`src/rtl/ga_pkg.sv`:
```
// Shared state encoding and default widths for the GA fitness scheduler.
package ga_pkg;

    typedef enum logic [1:0] {
        ST_IDLE  = 2'd0,
        ST_RUN   = 2'd1,
        ST_DRAIN = 2'd2,
        ST_DONE  = 2'd3
    } ga_state_e;

    localparam int DEF_INDIVIDUAL_WIDTH = 64;
    localparam int DEF_ERROR_WIDTH      = 5;
    localparam int DEF_LANES            = 4;
    localparam int DEF_POP_ADDR_WIDTH   = 5;
    localparam int DEF_GENERATION_WIDTH = 16;

endpackage

```
`src/rtl/morphologic_ga_lane.sv`:
```
// One fitness lane slot: holds the operand in flight and its result
// until the scheduler drains it.
module morphologic_ga_lane
    import ga_pkg::*;
#(
    parameter int IndividualWidth = DEF_INDIVIDUAL_WIDTH,
    parameter int ErrorWidth      = DEF_ERROR_WIDTH,
    parameter int AddrWidth       = DEF_POP_ADDR_WIDTH
) (
    input  logic                       clk,
    input  logic                       rst_n,
    input  logic                       clr,
    input  logic                       accept,
    input  logic [AddrWidth-1:0]       accept_index,
    input  logic [IndividualWidth-1:0] accept_individual,
    input  logic                       finish,
    input  logic [ErrorWidth-1:0]      finish_error,
    input  logic                       emit,
    output logic                       busy,
    output logic                       pending,
    output logic [AddrWidth-1:0]       index,
    output logic [ErrorWidth-1:0]      error,
    output logic                       start,
    output logic [IndividualWidth-1:0] individual
);

    logic                       busy_q, busy_d;
    logic                       pending_q, pending_d;
    logic                       start_q, start_d;
    logic [AddrWidth-1:0]       index_q, index_d;
    logic [ErrorWidth-1:0]      error_q, error_d;
    logic [IndividualWidth-1:0] individual_q, individual_d;

    always_comb begin
        busy_d       = busy_q;
        pending_d    = pending_q;
        start_d      = 1'b0;
        index_d      = index_q;
        error_d      = error_q;
        individual_d = individual_q;
        if (clr) begin
            busy_d       = 1'b0;
            pending_d    = 1'b0;
            index_d      = '0;
            error_d      = '0;
            individual_d = '0;
        end else begin
            if (accept) begin
                busy_d       = 1'b1;
                start_d      = 1'b1;
                index_d      = accept_index;
                individual_d = accept_individual;
            end
            // A second finish while a result waits is dropped.
            if (finish && busy_q && !pending_q) begin
                pending_d = 1'b1;
                error_d   = finish_error;
            end
            if (emit) begin
                busy_d    = 1'b0;
                pending_d = 1'b0;
            end
        end
    end

    always_ff @(posedge clk or negedge rst_n) begin
        if (!rst_n) begin
            busy_q       <= 1'b0;
            pending_q    <= 1'b0;
            start_q      <= 1'b0;
            index_q      <= '0;
            error_q      <= '0;
            individual_q <= '0;
        end else begin
            busy_q       <= busy_d;
            pending_q    <= pending_d;
            start_q      <= start_d;
            index_q      <= index_d;
            error_q      <= error_d;
            individual_q <= individual_d;
        end
    end

    assign busy       = busy_q;
    assign pending    = pending_q;
    assign index      = index_q;
    assign error      = error_q;
    assign start      = start_q;
    assign individual = individual_q;

endmodule

```
`src/rtl/morphologic_ga_scheduler.sv`:
```
// Dispatches GA individuals to parallel fitness lanes, drains results
// in lane order and tracks the best individual per run.
module morphologic_ga_scheduler
    import ga_pkg::*;
#(
    parameter int IndividualWidth        = DEF_INDIVIDUAL_WIDTH,
    parameter int ErrorWidth             = DEF_ERROR_WIDTH,
    parameter int Lanes                  = DEF_LANES,
    parameter int PopulationAddressWidth = DEF_POP_ADDR_WIDTH,
    parameter int GenerationWidth        = DEF_GENERATION_WIDTH
) (
    input  logic                                clk,
    input  logic                                rst,
    input  logic                                start,
    input  logic [ErrorWidth-1:0]               threshold,
    input  logic [GenerationWidth-1:0]          maxGenerations,
    input  logic                                reqValid,
    input  logic [IndividualWidth-1:0]          reqIndividual,
    input  logic [PopulationAddressWidth-1:0]   reqIndex,
    output logic                                reqReady,
    output logic [Lanes-1:0]                    laneStart,
    output logic [Lanes*IndividualWidth-1:0]    laneIndividual,
    input  logic [Lanes-1:0]                    laneFinish,
    input  logic [Lanes*ErrorWidth-1:0]         laneError,
    output logic                                resultValid,
    output logic [PopulationAddressWidth-1:0]   resultIndex,
    output logic [ErrorWidth-1:0]               resultError,
    output logic [IndividualWidth-1:0]          bestIndividual,
    output logic [ErrorWidth-1:0]               bestError,
    output logic [GenerationWidth-1:0]          generation,
    output logic                                busy,
    output logic                                done,
    output logic                                cycle
);

    localparam int IW = IndividualWidth;
    localparam int AW = PopulationAddressWidth;

    ga_state_e state_q, state_d;

    logic [Lanes-1:0] lane_busy;
    logic [Lanes-1:0] lane_pending;
    logic [Lanes-1:0] free_vec;
    logic [Lanes-1:0] accept_vec;
    logic [Lanes-1:0] grant_vec;
    logic [AW-1:0]    lane_index [Lanes];
    logic [ErrorWidth-1:0] lane_error [Lanes];

    logic start_run;
    logic stop;
    logic emit;
    logic wrap;
    logic [IW-1:0] result_individual;

    logic [GenerationWidth-1:0] generation_q, generation_d;
    logic [ErrorWidth-1:0]      best_error_q, best_error_d;
    logic [IW-1:0]              best_ind_q, best_ind_d;
    logic [AW-1:0]              count_q, count_d;
    logic                       cycle_q, cycle_d;

    for (genvar g = 0; g < Lanes; g++) begin : g_lane
        morphologic_ga_lane #(
            .IndividualWidth (IW),
            .ErrorWidth      (ErrorWidth),
            .AddrWidth       (AW)
        ) u_lane (
            .clk               (clk),
            .rst_n             (rst),
            .clr               (start_run),
            .accept            (accept_vec[g]),
            .accept_index      (reqIndex),
            .accept_individual (reqIndividual),
            .finish            (laneFinish[g]),
            .finish_error      (laneError[g*ErrorWidth +: ErrorWidth]),
            .emit              (grant_vec[g]),
            .busy              (lane_busy[g]),
            .pending           (lane_pending[g]),
            .index             (lane_index[g]),
            .error             (lane_error[g]),
            .start             (laneStart[g]),
            .individual        (laneIndividual[g*IW +: IW])
        );
    end

    // Lowest-index priority for both dispatch and drain.
    always_comb begin
        logic found_free;
        logic found_pend;
        free_vec   = '0;
        grant_vec  = '0;
        found_free = 1'b0;
        found_pend = 1'b0;
        for (int i = 0; i < Lanes; i++) begin
            if (!lane_busy[i] && !found_free) begin
                free_vec[i] = 1'b1;
                found_free  = 1'b1;
            end
            if (lane_pending[i] && !found_pend) begin
                grant_vec[i] = 1'b1;
                found_pend   = 1'b1;
            end
        end
        accept_vec = (reqValid && reqReady) ? free_vec : '0;
    end

    always_comb begin
        resultIndex       = '0;
        resultError       = '0;
        result_individual = '0;
        for (int i = 0; i < Lanes; i++) begin
            if (grant_vec[i]) begin
                resultIndex       = lane_index[i];
                resultError       = lane_error[i];
                result_individual = laneIndividual[i*IW +: IW];
            end
        end
        resultValid = |grant_vec;
    end

    assign stop = (best_error_q <= threshold)
               || (generation_q == maxGenerations);
    assign emit = |grant_vec;
    assign wrap = emit && (count_q == '1);

    always_comb begin
        generation_d = generation_q;
        best_error_d = best_error_q;
        best_ind_d   = best_ind_q;
        count_d      = count_q;
        cycle_d      = 1'b0;
        if (start_run) begin
            generation_d = '0;
            best_error_d = '1;
            best_ind_d   = '0;
            count_d      = '0;
        end else begin
            // Strict less-than keeps the earlier of two equal results.
            if (emit) begin
                count_d = count_q + 1'b1;
                if (resultError < best_error_q) begin
                    best_error_d = resultError;
                    best_ind_d   = result_individual;
                end
            end
            if (wrap) begin
                cycle_d = 1'b1;
                if (generation_q != '1) begin
                    generation_d = generation_q + 1'b1;
                end
            end
        end
    end

    always_ff @(posedge clk or negedge rst) begin
        if (!rst) begin
            state_q      <= ST_IDLE;
            generation_q <= '0;
            best_error_q <= '1;
            best_ind_q   <= '0;
            count_q      <= '0;
            cycle_q      <= 1'b0;
        end else begin
            state_q      <= state_d;
            generation_q <= generation_d;
            best_error_q <= best_error_d;
            best_ind_q   <= best_ind_d;
            count_q      <= count_d;
            cycle_q      <= cycle_d;
        end
    end

    always_comb begin
        state_d = state_q;
        unique case (state_q)
            ST_IDLE:  if (start) state_d = ST_RUN;
            ST_RUN:   if (stop) state_d = ST_DRAIN;
            ST_DRAIN: if (!(|lane_busy)) state_d = ST_DONE;
            ST_DONE:  if (start) state_d = ST_RUN;
            default:  state_d = ST_IDLE;
        endcase
    end

    always_comb begin
        start_run = start
                 && ((state_q == ST_IDLE) || (state_q == ST_DONE));
        reqReady  = (state_q == ST_RUN) && !stop && !(&lane_busy);
        busy      = (state_q == ST_RUN) || (state_q == ST_DRAIN);
        done      = (state_q == ST_DONE);
    end

    assign generation     = generation_q;
    assign bestError      = best_error_q;
    assign bestIndividual = best_ind_q;
    assign cycle          = cycle_q;

endmodule

```
`config.mk`:
```
export PLATFORM = sky130hd
export DESIGN_NAME = morphologic_ga_scheduler
export DESIGN_NICKNAME = d
export VERILOG_FILES = /design/src/rtl/ga_pkg.sv /design/src/rtl/morphologic_ga_lane.sv /design/src/rtl/morphologic_ga_scheduler.sv
export SDC_FILE = /design/constraint.sdc
export NUM_CORES = 1
export LEC_CHECK = 0
export ABC_AREA = 1
export BUFFER_PORTS_ARGS = -buffer_cell sky130_fd_sc_hd__buf_2
export CORE_AREA = 2 2 183 220
export CTS_BUF_LIST = sky130_fd_sc_hd__clkbuf_8
export DETAILED_ROUTE_END_ITERATION = 10
export DIE_AREA = 0 0 185 222
export GPL_TIMING_DRIVEN = 0
export HOLD_SLACK_MARGIN = 0.06
export PLACE_DENSITY_LB_ADDON = 0.3
export SYNTH_ARGS = -nofsm -noshare
export SYNTH_HDL_FRONTEND = slang
export SYNTH_SLANG_ARGS = --single-unit
```
`constraint.sdc`:
```
create_clock -name clk -period 6.9 [get_ports clk]
set_input_delay 0.69 -clock clk [delete_from_list [all_inputs] [get_ports clk]]
set_output_delay 0.69 -clock clk [all_outputs]
set_load 0.01 [all_outputs]
```
# Word-level counts from Yosys, hierarchy flattened
# Index checks and enable logic that the tools add are counted.
[op_classes] reduce_logical=64 mux=98 add_sub_neg=2 eq_ne=9 order_cmp=2
[ops] cell="2-to-1 mux 64 bit" n=15
[ops] cell="2-to-1 mux 5 bit" n=29
[ops] cell="2-to-1 mux 16 bit" n=3
[ops] cell="2-to-1 mux 1 bit" n=46
[ops] cell="nonzero test 2 bit" n=12
[ops] cell="nonzero test 3 bit" n=8
[ops] cell="logical AND 1 bit" n=19
[ops] cell="adder 16 x 1 -> 16 bit (second input constant)" n=1
[ops] cell="== test 16 bit" n=1
[ops] cell="inequality test 16 bit (second input constant)" n=1
[ops] cell="zero test 1 bit" n=14
[ops] cell="OR reduction 4 bit" n=2
[ops] cell="2-to-1 mux 2 bit" n=3
[ops] cell="case mux 2 bit (3 select lines)" n=1
[ops] cell="adder 5 x 1 -> 5 bit (second input constant)" n=1
[ops] cell="== test 5 bit (second input constant)" n=1
[ops] cell="less-or-equal comparator 5 bit" n=1
[ops] cell="less-than comparator 5 bit" n=1
[ops] cell="== test 2 bit (second input constant)" n=2
[ops] cell="2-to-1 mux 4 bit" n=1
[ops] cell="inequality test 2 bit (second input constant)" n=2
[ops] cell="AND reduction 2 bit" n=2
[ops] cell="AND reduction 4 bit" n=1
[ops] cell="logical OR 1 bit" n=3
[ops] cell="other kinds (5)" n=5
[word_totals] output_inout_bits=360 in_bits=118 reg_bits=401 word_cells=205

# Depth between registers and ports, before layout
# Gate-level depths: netlist of run 1.
[depth] word_depth=15 ltp_mapped=17 depth_no_buf=13

# Hierarchy
# Synthesis of run 1 repeated with hierarchy kept, for this count alone.
[unflattened] hier_cells=2430 hier_area_um2=18776.8
[by_module_without_submodules] mod="morphologic_ga_lane" cells_each=327 seq_area_each_um2=1926.8 n_inst=4 area_each_um2=2949.1
[by_module_without_submodules] mod="morphologic_ga_scheduler" cells_each=1122 seq_area_each_um2=2333.5 n_inst=1 area_each_um2=6980.4

# Worst setup path before layout of run 1
# OpenSTA, ideal clock, no wires.
[synth_timing] path_kind="reg-to-reg" from="reg g_lane[0].u_lane.pending_q" to="reg best_ind_q[25], in the netlist bestIndividual[25]" arrival_time_ns=2.710 period_less_slack_ns=2.775 path_stages_with_launch=14 path_buffers=4 setup_ns=0.065 required_time_ns=6.835 path_slack_ns=4.125 path_cell_list="dfrtp_1 -> buf_2 -> nor2_2 -> nand3_2 -> clkbuf_1 -> o21ai_0 -> ha_1 -> a21oi_1 -> o21ai_0 -> nor2_2 -> buf_2 -> buf_2 -> nand3_1 -> nand2_1"
[synth_via] elab_chain_len=14 elab_cells_between_ends=28 cone_classes="order compare: 1; mux: 17; reduce/logical: 10"
[synth_rtl] item="from (decl)" line_no="morphologic_ga_lane.sv:28" text="logic pending_q, pending_d;"
[synth_rtl] item="from (signal assigned)" line_no="morphologic_ga_lane.sv:76" text="pending_q <= pending_d;"
[synth_rtl] item="2-to-1 mux 1 bit (*)" line_no="morphologic_ga_scheduler.sv:98" text="if (lane_pending[i] && !found_pend) begin"
[synth_rtl] item="zero test 1 bit" line_no="morphologic_ga_scheduler.sv:98"
[synth_rtl] item="logical AND 1 bit" line_no="morphologic_ga_scheduler.sv:98"
[synth_rtl] item="2-to-1 mux 1 bit" line_no="morphologic_ga_scheduler.sv:98"
[synth_rtl] item="zero test 1 bit" line_no="morphologic_ga_scheduler.sv:98"
[synth_rtl] item="logical AND 1 bit" line_no="morphologic_ga_scheduler.sv:98"
[synth_rtl] item="2-to-1 mux 1 bit" line_no="morphologic_ga_scheduler.sv:98"
[synth_rtl] item="zero test 1 bit" line_no="morphologic_ga_scheduler.sv:98"
[synth_rtl] item="logical AND 1 bit" line_no="morphologic_ga_scheduler.sv:98"
[synth_rtl] item="2-to-1 mux 1 bit" line_no="morphologic_ga_scheduler.sv:98"
[synth_rtl] item="2-to-1 mux 5 bit (*)" line_no="morphologic_ga_scheduler.sv:111" text="if (grant_vec[i]) begin"
[synth_rtl] item="via resultError[2]" line_no="morphologic_ga_scheduler.sv:27" text="output logic [ErrorWidth-1:0] resultError,"
[synth_rtl] item="less-than comparator 5 bit (*)" line_no="morphologic_ga_scheduler.sv:140" text="if (resultError < best_error_q) begin"
[synth_rtl] item="nonzero test 2 bit (no source line) (*)"
[synth_rtl] item="AND reduction 2 bit (no source line) (*)"
[synth_rtl] item="to (signal assigned)" line_no="morphologic_ga_scheduler.sv:166" text="best_ind_q <= best_ind_d;"
[synth_rtl] item="to (decl)" line_no="morphologic_ga_scheduler.sv:57" text="logic [IW-1:0] best_ind_q, best_ind_d;"
# Mark *: on every way through the listed nets, which the timed path passes. The rest lies on a longest branch. The select of a mux whose other input is x is not followed.
# A chain may end at the register's enable or synchronous reset.

# Worst setup path after layout of run 1
[layout_timing] from="reg g_lane[0].u_lane.pending_q" to="reg best_ind_q[58], in the netlist bestIndividual[58]"
[layout_via] elab_chain_len=14 elab_cells_between_ends=28 cone_classes="order compare: 1; mux: 17; reduce/logical: 10"
[layout_rtl] item="2-to-1 mux 1 bit (*)" line_no="morphologic_ga_scheduler.sv:98"
[layout_rtl] item="zero test 1 bit" line_no="morphologic_ga_scheduler.sv:98"
[layout_rtl] item="logical AND 1 bit" line_no="morphologic_ga_scheduler.sv:98"
[layout_rtl] item="2-to-1 mux 1 bit" line_no="morphologic_ga_scheduler.sv:98"
[layout_rtl] item="zero test 1 bit" line_no="morphologic_ga_scheduler.sv:98"
[layout_rtl] item="logical AND 1 bit" line_no="morphologic_ga_scheduler.sv:98"
[layout_rtl] item="2-to-1 mux 1 bit" line_no="morphologic_ga_scheduler.sv:98"
[layout_rtl] item="zero test 1 bit" line_no="morphologic_ga_scheduler.sv:98"
[layout_rtl] item="logical AND 1 bit" line_no="morphologic_ga_scheduler.sv:98"
[layout_rtl] item="2-to-1 mux 1 bit" line_no="morphologic_ga_scheduler.sv:98"
[layout_rtl] item="2-to-1 mux 5 bit / 2-to-1 mux 64 bit (equally long branches)" line_no="morphologic_ga_scheduler.sv:111"
[layout_rtl] item="less-than comparator 5 bit / 2-to-1 mux 64 bit (equally long branches)" line_no="morphologic_ga_scheduler.sv:140"
[layout_rtl] item="nonzero test 2 bit (no source line) / 2-to-1 mux 64 bit (equally long branches)"
[layout_rtl] item="AND reduction 2 bit (no source line) / 2-to-1 mux 64 bit (equally long branches)"
# Mark *: on every way between the ends. The rest lies on a longest branch, timed or not. The select of a mux whose other input is x is not followed.

==> results of run 1 <==
routing by layer:
metal | global-route usage (%) | part of all wire, %
met1 | 45.8 | 36
met2 | 61.6 | 47
met3 | 10.4 | 11
met4 | 20.7 | 5.6
met5 | 0 | 0.054
path summary, 6_finish.rpt:
kind | from | end | slack (ns) | cells after the start
min reg2reg | bestIndividual[46] | bestIndividual[46] | 0.49 | 2
max in group asynchronous | rst | g_lane[0].u_lane.individual[11] | 4.62 | 5
min | laneError[4] | g_lane[0].u_lane.error[4] | 0.28 | 3
min in group asynchronous | rst | g_lane[0].u_lane.individual[46] | 0.64 | 2
max | g_lane[0].u_lane.pending | bestIndividual[58] | 2.00 | 14
max reg2reg | g_lane[0].u_lane.pending | bestIndividual[58] | 2.00 | 14
metrics by stage:
step                      instances  worst slack [ns]  util, %   TNS, ns
final                          3461              2.00     61.2         0
after global routing           3457              1.81     61.2         0
after CTS                      3453              2.15     61.2         0
after detailed placement       3341              2.22     57.8         0
after global placement         3337             -2.76     57.5  -1075.39
after floorplan                2334              4.12        -         0
cell type report:
class | instances | area, um2 | share of cell area, %
antenna | 8 | 20.0 | 0.0844
multi-input combinational | 1641 | 7960 | 33.6
inverter | 89 | 334 | 1.41
timing repair buffer | 482 | 2520 | 10.6
buffer | 203 | 898 | 3.79
sequential | 401 | 10000 | 42.3
clock buffer | 87 | 1200 | 5.05
clock inverter | 24 | 101 | 0.427
tap | 526 | 658 | 2.77
kinds of logic after synthesis:
group	count (synthesis)
AOI/OAI and AO/OA	239
xor gates and xnor gates	3
adders and majority gates	15
buffers and inverters	292
DFF	401
and+or+nand+nor	1384
worst reg2reg max path: stages (launching register included):
cell and delay (ns):
dfrtp_1 0.36, buf_2 0.24, nor2_2 0.25, nand3_2 0.43, clkbuf_1 0.51, o21ai_0 0.63, ha_1 0.36, a21oi_1 0.14
o21ai_0 0.16, nor2_2 0.60, nand2_2 0.43, buf_4 0.33, buf_6 0.17, nand3_1 0.07, nand2_1 0.06
layout by cell type, fill, tap and decap left out, types with 2 or more instances in the layout:
| cell type | count |
|---|---|
| buf_4 | 11 |
| buf_1 | 28 |
| ha_1 | 15 |
| nor2_1 | 65 |
| xor2_1 | 3 |
| o22ai_1 | 5 |
| nor3_1 | 9 |
| clkinv_2 | 3 |
| dfrtp_1 | 396 |
| a22oi_1 | 64 |
| nand3_2 | 2 |
| nand2_2 | 6 |
| clkbuf_8 | 87 |
| o21ai_1 | 5 |
| nor2_2 | 8 |
| o21ai_0 | 77 |
| nand4_1 | 46 |
| dfstp_2 | 5 |
| diode_2 | 8 |
| buf_2 | 546 |
| nand3_1 | 698 |
| a21oi_1 | 14 |
| inv_1 | 105 |
| inv_2 | 2 |
| o21ai_2 | 2 |
| clkbuf_1 | 93 |
| a31oi_1 | 64 |
| nand2_1 | 547 |
| o31ai_1 | 3 |
| clkinvlp_4 | 2 |
| buf_16 | 4 |
power breakdown:
group | switching, uW | leakage [uW] | total, uW | internal [uW]
Sequential | 382 | 0.00552 | 3160 | 2770
Clock | 988 | 0.000739 | 2110 | 1120
Combinational | 2410 | 0.00723 | 3190 | 781
sequential cells by signal (all words and copies together), names as in the netlist:
| register | count |
|---|---|
| generation | 16 |
| bestIndividual | 64 |
| g_lane.u_lane.pending | 4 |
| g_lane.u_lane.busy | 4 |
| state_q | 2 |
| g_lane.u_lane.error | 20 |
| g_lane.u_lane.index | 20 |
| g_lane.u_lane.individual | 256 |
| bestError | 5 |
| cycle | 1 |
| g_lane.u_lane.start | 4 |
| count_q | 5 |
==> impl_metrics.tcl, run 1 <==
set metrics [dict create \
    status "finished, final reports clean" \
    start_kind "flop" \
    synthCells 2334 \
    synthMuxAreaShare_pct 0 \
    cts_inserted_buffers 67 \
    ant_nets 0 \
    synth.most_common_cell "nand3_1" \
    synth.area.top_cells "dfrtp_1 (52%), nand3_1 (18%), nand2_1 (11%)" \
    cts_tree "built" \
    async_flop_share_pct 100 \
    wl_um 79400 \
    yosys_register_bits 401 \
    initial_core_util_pct 49.6 \
    tightest_slew_ns 0.968 \
    drv_cap 0 \
    ys_types 36 \
    cts_buffer_depth 3 \
    path_buf_inv 4 \
    postPlaceCellArea_um2 22400 \
    cts_hold_buf 1 \
    cpPeakStageDelay_ns 0.62 \
    cp-end-kind "flop" \
    root_buffer "clkbuf_8" \
    die_x_um 185 \
    route.detailed.drc 0 \
    synth-xor-area-share_pct 0.137 \
    fillers 3514 \
    hpwlAfterDp_um 58100 \
    antenna_found_initial 12 \
    cts_num_sinks 401 \
    fin_area_um2 23700 \
    firstDrtPassIters 8 \
    hold_ws_ns 0.277 \
    synthTopCellsByCount "nand3_1 (698), nand2_1 (547), dfrtp_1 (396), clkbuf_1 (93), inv_1 (86)" \
    num_vias 20951 \
    yosys.area.top_type "dfrtp_1" \
    crit_required_ns 7.39 \
    period_needed_ns 4.90 \
    peakVddDrop_uv 216 \
    pin_count 478 \
    slowest_stage "o21ai_0" \
    gp_congestion 0.922 \
    crit_fanout 10 \
    worst-setup-path-type "flop to flop" \
    syn_nets 2467 \
    rsz0062_at_grt "no" \
    synth_top_family_by_area "simple AND/OR/NAND/NOR gates" \
    area_growth_pct 23.4 \
    die_y_um 222 \
    grt_use_total_pct 38.0 \
    num_rows 79 \
    post_cts_buffers 0 \
    period_share_pct 71.0 \
    yosysTopAreaCellShare_pct 51.5 \
    hold_class "input port to flop" \
    grt_pass1_wl_um 119000 \
    path_cells "buf_2, nor2_2, nand3_2, clkbuf_1, o21ai_0, ha_1, a21oi_1, o21ai_0, nor2_2, nand2_2, buf_4, buf_6, nand3_1, nand2_1" \
    fmax_mhz 204 \
    layout.nets 3018 \
    grt_pass1_vias 20142 \
    power_density_nw_per_um2 356 \
    synth_compound_area_share_pct 7.71 \
    power_uw 8460 \
    yosys.area_share.simple_pct 32.6 \
    overflow 0 \
    drt-vias-per-instance 6.05 \
    p_leak_uw 0.0135 \
    cpLargestDelayFamily "simple AND/OR/NAND/NOR gates" \
    finalSetupViolations 0 \
    syn-cell-area_um2 19200 \
    die_area_um2 41100 \
    clock_latency_ns 0.63 \
    grt_max_degree 91 \
    seq_area_frac_synth_pct 52.2 \
    synth_warnings 0 \
    drive_gt1_share_pct 23.4 \
    arrival_ns 5.39 \
    port_buffers 477 \
    slew_headroom_pct 35.5 \
    hold_viol 0 \
    syn_avg_cell_area_um2 8.24 \
    h-tree-depth 3 \
    drt_iter0_drc 2057 \
    cts_resized 0 \
    synthFlopType "dfrtp_1" \
    cts.clk_slew.worst_paths_ns 0.06 \
    slew_viol_final 0 \
    core_area_um2 38700 \
    synth_edf_count 0 \
    fin_skew_ns 0.0379 \
    yosys.area_share.adder_pct 0.976 \
    drt-wirelength-per-cell_um 22.9 \
]
Power figures use the tool's default switching activity.
==> run 2, diff against run 1 <==
clock period = 4.3 ns   (was 6.9 ns; I/O delays follow)
==> impl_metrics.tcl, run 2 (synthesized netlist as in run 1, its figures left out) <==
set metrics [dict create \
    drv_cap 0 \
    gr-usage-met2_pct 62.1 \
    peakVddDrop_uv 348 \
    worstHoldStart "laneError[7]" \
    cts_inserted_buffers 67 \
    ant_nets 0 \
    fin_skew_ns 0.0379 \
    antenna_found_initial 10 \
    p_leak_uw 0.0136 \
    cts_tree "built" \
    fmax_mhz 247 \
    grtUsageMet1_pct 45.7 \
    firstDrtPassIters 8 \
    period_needed_ns 4.05 \
    route.detailed.drc 0 \
    status "finished, final reports clean" \
    finalSetupViolations 0 \
    layout_commonest_cell "nand3_1" \
    slew_headroom_pct 35.3 \
    tightest_slew_ns 0.971 \
    crit_start "g_lane[0].u_lane.pending" \
    die_y_um 222 \
    h-tree-depth 3 \
    grt_use_met3_pct 10.6 \
    drt-vias-per-instance 6.04 \
    setup-tns-final_ns 0 \
    drt-wirelength-per-cell_um 22.9 \
    power_density_nw_per_um2 568 \
    start_kind "flop" \
    overflow 0 \
    largest_reg_flops 256 \
    drt_iter0_drc 2205 \
    crit_fanout 10 \
    slew_viol_final 0 \
    cts_num_sinks 401 \
    initial_core_util_pct 49.6 \
    cp-end-kind "flop" \
    power_uw 13600 \
    port_buffers 477 \
    root_buffer "clkbuf_8" \
    slowest_stage "clkbuf_2" \
    rsz0062_at_grt "no" \
    drive_gt1_share_pct 23.3 \
    path_buf_inv 4 \
    hpwlAfterDp_um 58100 \
    hold_viol 0 \
    grt_use_total_pct 38.2 \
    hold_class "input port to flop" \
    fin_area_um2 23900 \
    clock_latency_ns 0.63 \
    cts.clk_slew.worst_paths_ns 0.06 \
    wl_um 79700 \
    layout.nets 3038 \
    fin_util_pct 61.8 \
    path_cells "buf_2, nor2_2, nand3_4, clkbuf_2, o21ai_2, ha_1, a21oi_1, o21ai_1, nor2_4, nand2_2, buf_4, buf_6, nand3_1, nand2_1" \
    area_growth_pct 24.5 \
    grt_max_degree 91 \
    most-common-layout-cells "nand3_1 (698), nand2_1 (547), buf_2 (546)" \
    die_x_um 185 \
    crit_required_ns 4.79 \
    num_rows 79 \
    gp_congestion 0.922 \
    worst-setup-path-type "flop to flop" \
    period_share_pct 94.1 \
    pin_count 478 \
    cpLargestDelayFamily "simple AND/OR/NAND/NOR gates" \
    num_vias 21023 \
    grt_pass1_vias 20343 \
    busiest_layer "met2" \
    postPlaceCellArea_um2 22400 \
    cts_buffer_depth 3 \
    arrival_ns 4.54 \
    r2r_start "g_lane[0].u_lane.pending" \
    core_area_um2 38700 \
    die_area_um2 41100 \
    grt_pass1_wl_um 120000 \
    cpPeakStageDelay_ns 0.39 \
]
==> run 2: changes by cell type in the layout (fill, tap and decap cells not counted) <==
cell / change
o21ai_0: -4
nor2_2: -1
nor2_4: +1
o21ai_1: +3
clkbuf_2: +1
o21ai_2: +1
clkbuf_1: -1
dlygate4sd3_1: +20
nand3_4: +1
nand3_2: -1
==> run 2: power breakdown <==
part           total (uW)  switching, uW  internal, uW
sequential           5070            616          4450
combinational        5160           3890          1270
clock                3380           1590          1800
==> run 2: final timing paths <==
check	endpoint	slack, ns	cells after the start
worst min-delay path	g_lane[1].u_lane.error[2]	0.08	3
min in group asynchronous	g_lane[0].u_lane.individual[46]	0.38	2
worst max register to register	bestIndividual[58]	0.25	14
worst max-delay path	bestIndividual[58]	0.25	14
max in group asynchronous	bestIndividual[16]	2.26	5
worst min register to register	bestIndividual[46]	0.49	2
==> run 2: cell type report <==
type	instances	area, um2
multi-input cells	1641	7980
diodes	8	20.0
repair buffers	502	2720
plain buffers	203	900
well taps	526	658
clock inverters	24	101
clock buffers	87	1200
fillers	3490	14800
flip-flops and latches	401	10000
inverters	89	334
==> run 2: per-layer routing <==
metal  wire [um]  part of all wire [%]
met2       37800                    47
met5          43                 0.054
met3        9280                    12
met4        4350                   5.5
met1       28200                    35
==> run 2: through the flow <==
step / instances / hold slack (ns) / setup slack [ns]
6_report: 3481 / 0.0823 / 0.254
5_1_grt: 3475 / 0.0837 / 0.0988
3_3_place_gp: 3337 / 0.481 / -5.10
4_1_cts: 3473 / 0.0611 / 0.0766
2_1_floorplan: 2334 / 0.134 / 1.52
3_5_place_dp: 3341 / 0.432 / -0.381
==> run 2: worst min-delay path: stages <==
cell and delay, ns:
buf_2 0.08, nand3_1 0.07, o21ai_0 0.07
==> run 2: repair_timing <==
| action | CTS | global route |
|---|---|---|
| hold endpoints to repair | 88 | 0 |
| buffers inserted | 0 | 0 |
| hold buffers | 21 | 0 |
| pin swaps | 0 | 0 |
| resized for setup | 5 | 3 |
| endpoints found under the setup margin | 69 | 69 |
